[src/rtl/intc.sv]
// Interrupt controller: synchronised sources, per-bit edge/level pending logic,
// enable mask, and an irq_out FSM that forces a low gap after each acknowledge.
module intc #(
  parameter logic [4:0] BASE_ADDR  = 5'h1c,
  parameter int         NUM_IRQS   = 8,
  parameter int         GAP_CYCLES = 4
) (
  input  logic                clk,
  input  logic                rst_n,
  input  logic [4:0]          csr_a,
  input  logic [7:0]          csr_di,
  input  logic                csr_we,
  output logic [7:0]          csr_do,
  input  logic [NUM_IRQS-1:0] irq_in,
  output logic                irq_out
);

  localparam logic [4:0] ADDR_EN   = BASE_ADDR;
  localparam logic [4:0] ADDR_PEND = BASE_ADDR + 5'd1;
  localparam logic [4:0] ADDR_EDGE = BASE_ADDR + 5'd2;
  localparam logic [4:0] ADDR_RAW  = BASE_ADDR + 5'd3;
  localparam logic [7:0] IRQ_MASK  = 8'((16'd1 << NUM_IRQS) - 16'd1);
  localparam logic [3:0] GAP_LOAD  = 4'(GAP_CYCLES - 1);

  typedef enum logic [1:0] {
    IDLE   = 2'd0,
    ACTIVE = 2'd1,
    GAP    = 2'd2
  } state_t;

  logic [NUM_IRQS-1:0] sync_meta;
  logic [NUM_IRQS-1:0] sync;
  logic [NUM_IRQS-1:0] sync_d;

  logic [7:0] en_q;
  logic [7:0] edge_mode_q;
  logic [7:0] pend_q;
  logic [7:0] pend_nx;
  logic [7:0] raw;
  logic [7:0] rise;
  logic [7:0] w1c;

  logic wr_en;
  logic wr_pend;
  logic wr_edge;
  logic active;
  logic ack;

  state_t     state;
  state_t     state_nx;
  logic [3:0] gap_cnt;
  logic       irq_nx;

  function automatic logic [7:0] widen(input logic [NUM_IRQS-1:0] v);
    logic [7:0] r;
    r = '0;
    r[NUM_IRQS-1:0] = v;
    return r;
  endfunction

  // Stage: two-flop synchroniser plus one delay flop for rising-edge detection
  always_ff @(posedge clk or negedge rst_n) begin
    if (!rst_n) begin
      sync_meta <= '0;
      sync      <= '0;
      sync_d    <= '0;
    end else begin
      sync_meta <= irq_in;
      sync      <= sync_meta;
      sync_d    <= sync;
    end
  end

  assign raw     = widen(sync);
  assign rise    = raw & ~widen(sync_d);
  assign wr_en   = csr_we && (csr_a == ADDR_EN);
  assign wr_pend = csr_we && (csr_a == ADDR_PEND);
  assign wr_edge = csr_we && (csr_a == ADDR_EDGE);
  assign w1c     = wr_pend ? (csr_di & IRQ_MASK) : 8'h00;
  assign ack     = wr_pend && ((csr_di & IRQ_MASK) != 8'h00);

  // Edge bits latch a rise (beating a same-cycle clear); level bits track sync.
  always_comb begin
    pend_nx = IRQ_MASK & ((edge_mode_q & (rise | (pend_q & ~w1c))) |
                          (~edge_mode_q & raw));
  end

  // Stage: CSR registers
  always_ff @(posedge clk or negedge rst_n) begin
    if (!rst_n) begin
      en_q        <= 8'h00;
      edge_mode_q <= 8'h00;
      pend_q      <= 8'h00;
    end else begin
      pend_q <= pend_nx;
      if (wr_en) begin
        en_q <= csr_di & IRQ_MASK;
      end
      if (wr_edge) begin
        edge_mode_q <= csr_di & IRQ_MASK;
      end
    end
  end

  assign active = |(pend_q & en_q);

  always_comb begin
    case (csr_a)
      ADDR_EN:   csr_do = en_q;
      ADDR_PEND: csr_do = pend_q;
      ADDR_EDGE: csr_do = edge_mode_q;
      ADDR_RAW:  csr_do = raw;
      default:   csr_do = 8'h00;
    endcase
  end

  // Stage: output FSM state, gap counter and registered irq_out
  always_ff @(posedge clk or negedge rst_n) begin
    if (!rst_n) begin
      state   <= IDLE;
      gap_cnt <= 4'd0;
      irq_out <= 1'b0;
    end else begin
      state   <= state_nx;
      irq_out <= irq_nx;
      if ((state == ACTIVE) && (state_nx == GAP)) begin
        gap_cnt <= GAP_LOAD;
      end else if ((state == GAP) && (gap_cnt != 4'd0)) begin
        gap_cnt <= gap_cnt - 4'd1;
      end
    end
  end

  always_comb begin
    state_nx = state;
    case (state)
      IDLE: begin
        if (active) begin
          state_nx = ACTIVE;
        end
      end
      ACTIVE: begin
        if (ack) begin
          state_nx = GAP;
        end else if (!active) begin
          state_nx = IDLE;
        end
      end
      GAP: begin
        if (gap_cnt == 4'd0) begin
          state_nx = active ? ACTIVE : IDLE;
        end
      end
      default: state_nx = IDLE;
    endcase
  end

  always_comb begin
    irq_nx = (state_nx == ACTIVE);
  end

endmodule

[config.mk]
export PLATFORM = sky130hd
export DESIGN_NAME = intc
export DESIGN_NICKNAME = d
export VERILOG_FILES = /design/src/rtl/intc.sv
export SDC_FILE = /design/constraint.sdc
export NUM_CORES = 1
export LEC_CHECK = 0
export ABC_AREA = 1
export CAP_MARGIN = 30
export CORE_MARGIN = 2
export CORE_UTILIZATION = 29
export DETAILED_ROUTE_END_ITERATION = 10
export PLACE_DENSITY = 0.53
export SYNTH_ARGS = -nofsm -noshare
export SYNTH_HDL_FRONTEND = slang
export SYNTH_SLANG_ARGS = --single-unit
[constraint.sdc]
create_clock -name clk -period 1.44 [get_ports clk]
set_input_delay 0.288 -clock clk [delete_from_list [all_inputs] [get_ports clk]]
set_output_delay 0.288 -clock clk [all_outputs]
set_load 0.01 [all_outputs]
**Yosys cells after proc, flatten, opt, wreduce, memory -nomap -nowiden**

Index checks and enable logic that the tools add are counted.

- Eq/ne operators: 8
- Reductions and logical operators: 12
- Multiplexer cells: 10
- Add/subtract/negate cells: 1
- Bitwise gates (word level): 10

Operators by type and width:

| operator | number |
|---|---|
| $and 8x8->8 | 5 |
| $pmux 8 s4 | 1 |
| $not 8->8 | 3 |
| $eq 5x5->1 const B | 4 |
| $or 8x8->8 | 2 |
| $mux 2 | 4 |
| $mux 4 | 2 |
| $mux 8 | 1 |
| $reduce_bool 8->1 | 1 |
| $reduce_or 8->1 | 1 |
| $logic_and 1x1->1 | 6 |
| $pmux 2 s3 | 1 |
| $eq 2x1->1 const B | 2 |
| $eq 2x2->1 const B | 2 |
| $logic_not 4->1 | 1 |
| $reduce_bool 4->1 | 1 |
| $sub 4x1->4 const B | 1 |
| $logic_not 2->1 | 1 |
| $reduce_bool 2->1 | 1 |
| $mux 1 | 1 |

- Register bits: 55
- Logic and storage cells: 50
- Input bits: 24

**Logic depth before layout (Yosys ltp)**

Gate-level depths: netlist (run 1).

- Depth after elaboration: 8
- Depth in mapped cells: 8
- Depth with buffers taken out: 7

**Worst setup path before layout (run 1)**

No wires, ideal clock.

- Kind: input to output
- Start point: input port csr_a[1]
- End point: output port csr_do[0]
- Required time: 1.152 ns
- Stages on the path: 6
- Path buffers: 1
- Arrival: 1.034 ns
- Path slack: 0.118 ns
- Path through: inv_1 -> nand2_1 -> inv_2 -> buf_1 -> nand3_1 -> nand4_1

- Word-level cells in the longest chain between the ends: 2
- Elaborated cells between the ends (all ways): 5
- Classes of those cells: eq/ne: 4; mux: 1

RTL lines:

| what | RTL line | RTL |
|---|---|---|
| from (decl) | 10 | `input logic [4:0] csr_a,` |
| $eq 5x5->1 | 108 | `case (csr_a)` |
| $pmux 8 s4 (*) | 108 |  |
| to (decl) | 13 | `output logic [7:0] csr_do,` |

Mark *: on every way between the ends. The rest lies on a longest branch, timed or not.

**Worst setup path after layout (run 1)**

- Start point: input port csr_a[0]
- End point: output port csr_do[0]

Same word-level chain as after synthesis.

==> results.yml, run 1 <==
global_route:
  grt_pass1_wl_um: 9430
  first_global_vias: 1964
  antenna_found_initial: 0
  grt_overflow_total: 0
  grtUsageTotal_pct: 14.0
  grt_max_degree: 27
drt:
  first_pass_iters: 4
  vias_per_cell: 4.41
  wl_um: 5510
  wl_per_cell_um: 12.9
  drtIter0Drc: 84
  drc_errors: 0
  vias: 1888
  route.antenna.remaining_nets: 0
power_and_ir_drop:
  power_per_cell_area_nw_per_um2: 1090
  p_leak_uw: 0.00151
  vdd_drop_max_uv: 458
worst_setup_path:
  startpoint: "csr_a[0]"
  reg2reg_to: "gap_cnt[1]"
  critical_path_class: "input pin to primary output"
  startpoint_type: "input pin"
  crit_family: "buffers and inverters"
  cp_max_fo: 5
  r2r_start: "gap_cnt[0]"
  path_buf_inv: 4
  worstPathArrival_ps: 1110
  cp.depth: 7
  cp_cell_sequence: "buf_6, buf_6, nor3_4, buf_6, nand2_2, nand4_1, buf_2"
  cp_slowest_cell: "buf_6"
  reg2reg_depth: 7
  critPathCaptureType: "primary output"
  cp.required_ps: 1150
  endpoint: "csr_do[0]"
  slowest_delay_ps: 180
  crit_top_cell: "buf_6"
  rrSetupSlack_ps: 140
yosys:
  synthCells: 255
  yosysSeqAreaShare_pct: 58.8
  synth_warnings: 0
  avgSynthCellArea_um2: 9.18
  syn_nets: 280
  ys_ff_latch: 55
  netlist-cell-type-count: 22
  netlist_area_um2: 2340
final_layout:
  final_util_pct: 41.0
  nets: 350
  final_design_area_no_fill_um2: 3190
  area_growth_pct: 36.1
  antenna_cells: 0
  drive_gt1_share_pct: 25.8
status:
  status: "finished clean"
timing:
  maxSlewHeadroom_pct: 71.7
  final-hold-violation-count: 0
  min_period_ps: 1400
  max_freq_mhz: 715
  drv_slew: 0
  setup_slack_ps: 40.6
  finalClockSkew_ps: 5.66
  rsz0062_at_grt: "true"
  tightest_slew_ps: 425
  min_period_over_period_pct: 97.2
  setup_violations: 0
floorplanning:
  coreArea_um2: 7770
  fp.dieH_um: 93.8
  num_rows: 32
  initial_utilization_pct: 30.1
  die_x_um: 93.8
  ioPinCount: 33
  dieArea_um2: 8810
hold_path:
  min_path_type: "register to register"
place:
  placed_cell_area_um2: 3060
  portBuffers: 32
  gp_congestion: 0.822
  hpwlAfterDp_um: 3830
  preCtsSetupSlack_ps: -810
cts:
  insertion_delay_ps: 310
  clk_pin_slew_ps: 100
  root_buffer: "clkbuf_8"
  cts_htree_levels: 2
  ctsLongestPathBuffers: 2
  cts_made_buffers: 5
  clock-sinks: 55
  cts_tree: "done"
job:
  drv_cap: 0
## synthesized netlist by cell type
master	count	area, um2
inv_1	17	63.8
nand2_1	89	334
o21ai_1	3	15.0
nand4_1	10	62.6
ha_1	1	12.5
dfrtp_1	55	1380
buf_6	2	22.5
nor3_4	1	16.3
nand2_2	4	25.0
clkinv_1	1	3.75
nor2_1	18	67.6
a21oi_1	1	5.00
nand3_2	1	10.0
nor3_1	1	5.00
o21ai_2	8	70.1
buf_1	1	3.75
o21a_1	8	60.1
nand3_1	25	125
nor2_4	2	22.5
nand2_4	1	11.3
o21ai_0	5	25.0
inv_2	1	3.75
## worst reg2reg max path, stage by stage (launching register included)
cell	delay [ps]
dfrtp_1	420
inv_1	90
ha_2	210
nand3_2	170
nand2_1	150
nand2_1	60
nand2_1	60
nand2_1	60
## cells in the final DEF (no fill, tap or decap)
master and n:
nand2_1 81, nor2_4 2, o21ai_1 3, clkdlybuf4s50_1 17
dfrtp_1 55, clkinv_2 1, clkinv_1 1, buf_12 5
inv_1 17, clkbuf_8 5, dlygate4sd3_1 1, nand3_1 23
clkinvlp_4 2, buf_2 9, nand3_2 3, o21ai_2 8
buf_6 8, inv_2 1, ha_2 1, o21a_1 8
dlygate4sd2_1 1, buf_4 25, o21ai_0 5, nand2_2 10
nand4_1 10, nor3_4 1, nor2_1 18, nor3_1 1
nand2_4 3, a21oi_1 1
## worst min-delay path by stage
| stage | slack, ps | startpoint | to | depth (start not counted) |
|---|---|---|---|---|
| after CTS | 360 | sync_meta[0] | raw[0] | 0 |
| after floorplan | -8 | rst_n | edge_mode_q[0] | 0 |
| final | 360 | sync_meta[0] | raw[0] | 0 |
| after detailed placement | 250 | rst_n | sync_meta[6] | 1 |
| after global routing | 370 | sync_meta[4] | raw[4] | 0 |
| after global placement | 250 | rst_n | sync_meta[6] | 1 |
## report_power, final
group | internal (uW) | switching, uW
Combinational | 351 | 344
Clock | 340 | 516
Sequential | 1770 | 156
## flip-flops by register name, indices dropped and copies added (netlist names)
register and count:
pend_q 8, irq_out 1, en_q 8, raw 8
gap_cnt 4, edge_mode_q 8, sync_meta 8, state 2
sync_d 8
## cell families after synthesis
group	after synthesis	share of synthesized area [%]
AOI/OAI and AO/OA	25	7.48
adders and majority gates	1	0.534
buffers and inverters	22	4.17
DFF	55	58.8
and+or+nand+nor	152	29.0
## layer usage
layer  wire length (um)  track usage (%)
met3                182             2.81
met1               2710             19.1
met4                 76             4.71
met5                  0                0
met2               2550             22.3
## through the flow
| step | total power (uW) | hold slack (ps) | instances | TNS, ps |
|---|---|---|---|---|
| finish | 3470 | 356 | 428 | 0 |
| global route | 3690 | 373 | 428 | -113 |
| CTS | 3510 | 359 | 429 | -151 |
| global placement | 2620 | 250 | 416 | -14930 |
| floorplan | 2280 | -7.59 | 255 | 0 |
| detailed placement | 2650 | 251 | 416 | -15310 |
## area by class of cell
type | count | area (um2)
Timing Repair Buffer | 66 | 612
Inverter | 19 | 71.3
Sequential cell | 55 | 1380
Multi-Input combinational cell | 178 | 910
Clock inverter | 3 | 20.0
Clock buffer | 5 | 68.8
Tap cell | 102 | 128
Fill cell | 804 | 4580
## timing repair
action / CTS / global route
gates resized for setup: 70 / 5
hold buffers: 1 / 0
setup buffers: 3 / 1
endpoints found under the hold margin: 14 / 0
endpoints found under the setup margin: 22 / 14
pin swaps: 3 / 1
cloned: 1 / 0
Note: power is estimated with default switching activity, not from simulation.
==> inputs of run 2 (changes only) <==
Settings changed: ABC_AREA 1 to default.
==> run 2 against run 1 <==
The flow now finishes with violations (negative setup slack). Setup slack worse by 55 ps. Largest power group unchanged. Highest routed layer unchanged. Clock skew up 3.4 ps. Synthesized cell count down 24%. Total power up 1.4%. Combinational power up 7.9%. Core utilization up 1.1 points. Count of clock-buffer cells in the layout up 1. Flip-flop and latch count unchanged. Design area up 1.1%. First-iteration DRC count up 20%. Global-route usage down 0.19 points. Sequential power about the same.
==> results.yml, run 2 <==
status:
  status: "finished with violations"
  failed_checks: "negative setup slack"
worst_setup_path:
  slowest_delay_ps: 310
  crit_top_cell: "buf_6"
  startpoint: "csr_a[0]"
  cp_max_fo: 5
  cp.required_ps: 1150
  critical_path_class: "input pin to primary output"
  cp_slowest_cell: "and3b_2"
  startpoint_type: "input pin"
  cp_cell_sequence: "buf_6, and3b_2, buf_6, nand3_2, nand4_1, buf_2"
  worstPathArrival_ps: 1170
  critPathCaptureType: "primary output"
  r2r_start: "gap_cnt[1]"
place:
  portBuffers: 32
  preCtsSetupSlack_ps: -754
  hpwlAfterDp_um: 3830
  gp_congestion: 0.815
timing:
  min_period_over_period_pct: 101
  rsz0062_at_grt: "true"
  drv_slew: 0
  finalClockSkew_ps: 9.07
  maxSlewHeadroom_pct: 79.7
  max_freq_mhz: 688
  finalSetupTns_ps: -34.1
  tightest_slew_ps: 305
  min_period_ps: 1450
  setup_violations: 3
  final-hold-violation-count: 0
  setup_slack_ps: -14.5
yosys:
  yosysSeqAreaShare_pct: 60.6
  synth-main-ff-cell: "dfrtp_1"
  synth_commonest_cells: "dfrtp_1, nand3_1, mux2_2, nand2_1, a22oi_1"
  avgSynthCellArea_um2: 11.7
  async_flop_share_pct: 100
  ys_ff_latch: 55
  netlist-cell-type-count: 34
  yosys-top-cells-area: "dfrtp_1, mux2_2, nand3_1"
  yosys.area.top_type: "dfrtp_1"
  synthCells: 194
  synth_edf_count: 0
  synth_most_common_cell: "dfrtp_1"
  netlist_area_um2: 2270
  netlist.area_leader.share_pct: 60.6
  synth_warnings: 0
  syn_nets: 219
global_route:
  grtUsageTotal_pct: 13.8
  antenna_found_initial: 0
  first_global_vias: 1886
  grt_overflow_total: 0
  grt_max_degree: 56
  grt_pass1_wl_um: 9250
power_and_ir_drop:
  switching_power_uw: 1000
  clkPwrFrac_pct: 23.6
  totalPowerFinal_uw: 3520
  p_leak_uw: 0.00143
  switching_share_pct: 28.4
  power_per_cell_area_nw_per_um2: 1090
  comb_power_share_pct: 21.3
  p_int_uw: 2520
  seqPwrFrac_pct: 55.1
  vdd_drop_max_uv: 507
drt:
  wl_met2_um: 2780
  first_pass_iters: 4
  vias: 1842
  met3_length_um: 167
  wl_um: 5580
  route.antenna.remaining_nets: 0
  drtIter0Drc: 101
  vias_per_cell: 4.96
  drc_errors: 0
  wl_met1_um: 2600
  top_layer_used: "met4"
  wl_per_cell_um: 15.0
floorplanning:
  num_rows: 32
  dieArea_um2: 8550
  fp.dieH_um: 92.5
  initial_utilization_pct: 29.7
  coreArea_um2: 7650
  ioPinCount: 33
  die_x_um: 92.5
final_layout:
  nets: 293
  drive_gt1_share_pct: 39.4
  area_growth_pct: 41.9
  n_fill_cell: 731
  antenna_cells: 0
  final_common_cell: "dfrtp_1"
  mostFrequentLayoutCells: "dfrtp_1, buf_4, nand3_1, nand2_1, mux2_2"
cts:
  cts_made_buffers: 5
  cts_htree_levels: 2
  ctsLongestPathBuffers: 2
  root_buffer: "clkbuf_8"
  cts_tree: "done"
  clk_pin_slew_ps: 100
  insertion_delay_ps: 300
  clock-sinks: 55
job:
  drv_cap: 0
hold_path:
  min_from: "sync_meta[4]"
  min_path_type: "register to register"
==> run 2: worst max-delay path: cells and delay by family <==
kind          cells  cell delay [ps]
simple gates      3              490
buf+inv           3              390
==> run 2: stage by stage <==
step                      cell area (um2)  util [%]  instances  hold WS [ps]
final                                3220      42.1        371           357
after global routing                 3220      42.1        371           364
after CTS                            3250      42.5        374           360
after detailed placement             3010      39.4        359           310
after global placement               3010      39.4        359           311
after floorplan                      2270         -        194         -7.59
==> run 2: final cells by class <==
cell class	count	area (um2)	area share, %
sequential	55	1380	42.7
clock inverter	2	12.5	0.389
inverter	4	15.0	0.466
multi-input combinational	126	968	30.1
clock buffer	6	72.6	2.25
tap	102	128	3.96
timing repair buffer	76	648	20.1
==> run 2: per-layer routing <==
layer  global-route usage, %  vias to the layer above
li1                        -                      877
met1                    18.4                      922
met2                    22.7                       39
met3                    3.17                        4
met4                    3.86                        0
met5                       0                        -
==> run 2: power groups by stage <==
stage                     clock [uW]  combinational (uW)  sequential [uW]
after global placement             0                 687             1950
after floorplan                    0                 329             1920
final                            831                 750             1940
after global routing             941                 834             1960
after CTS                        867                 757             1930
after detailed placement           0                 705             1950
==> run 2: repair_timing <==
action,CTS,global route
gates resized for setup,79,16
endpoints found under the hold margin,55,0
setup endpoints to repair,40,21
pin swaps,11,9
cloned,2,1
hold buffers,1,0
buffers inserted,4,0
==> run 2: path summary, 6_finish.rpt <==
path / cells after the start / endpoint / slack (ps)
min reg2reg: 0 / raw[4] / 360
min: 0 / raw[4] / 360
max reg2reg: 5 / gap_cnt[0] / 100
max in group asynchronous: 3 / en_q[0] / 690
min in group asynchronous: 3 / sync_meta[2] / 480
max: 6 / csr_do[1] / -10
==> run 2: logic make-up after synthesis <==
family                   Yosys count  share of synthesized area, %
flip-flops                        55                          60.6
AO/OA/AOI/OAI                     33                          10.3
buffers and inverters             13                          2.37
AND/OR/NAND/NOR                   75                          17.8
multiplexers                      17                          8.38
adder cells (fa/ha/maj)            1                         0.551
==> inputs of run 3 (changes only) <==
Settings changed: CAP_MARGIN 30 to default.
==> results of run 3 <==
The final DEF is identical to that of run 2; final timing and power are the same.
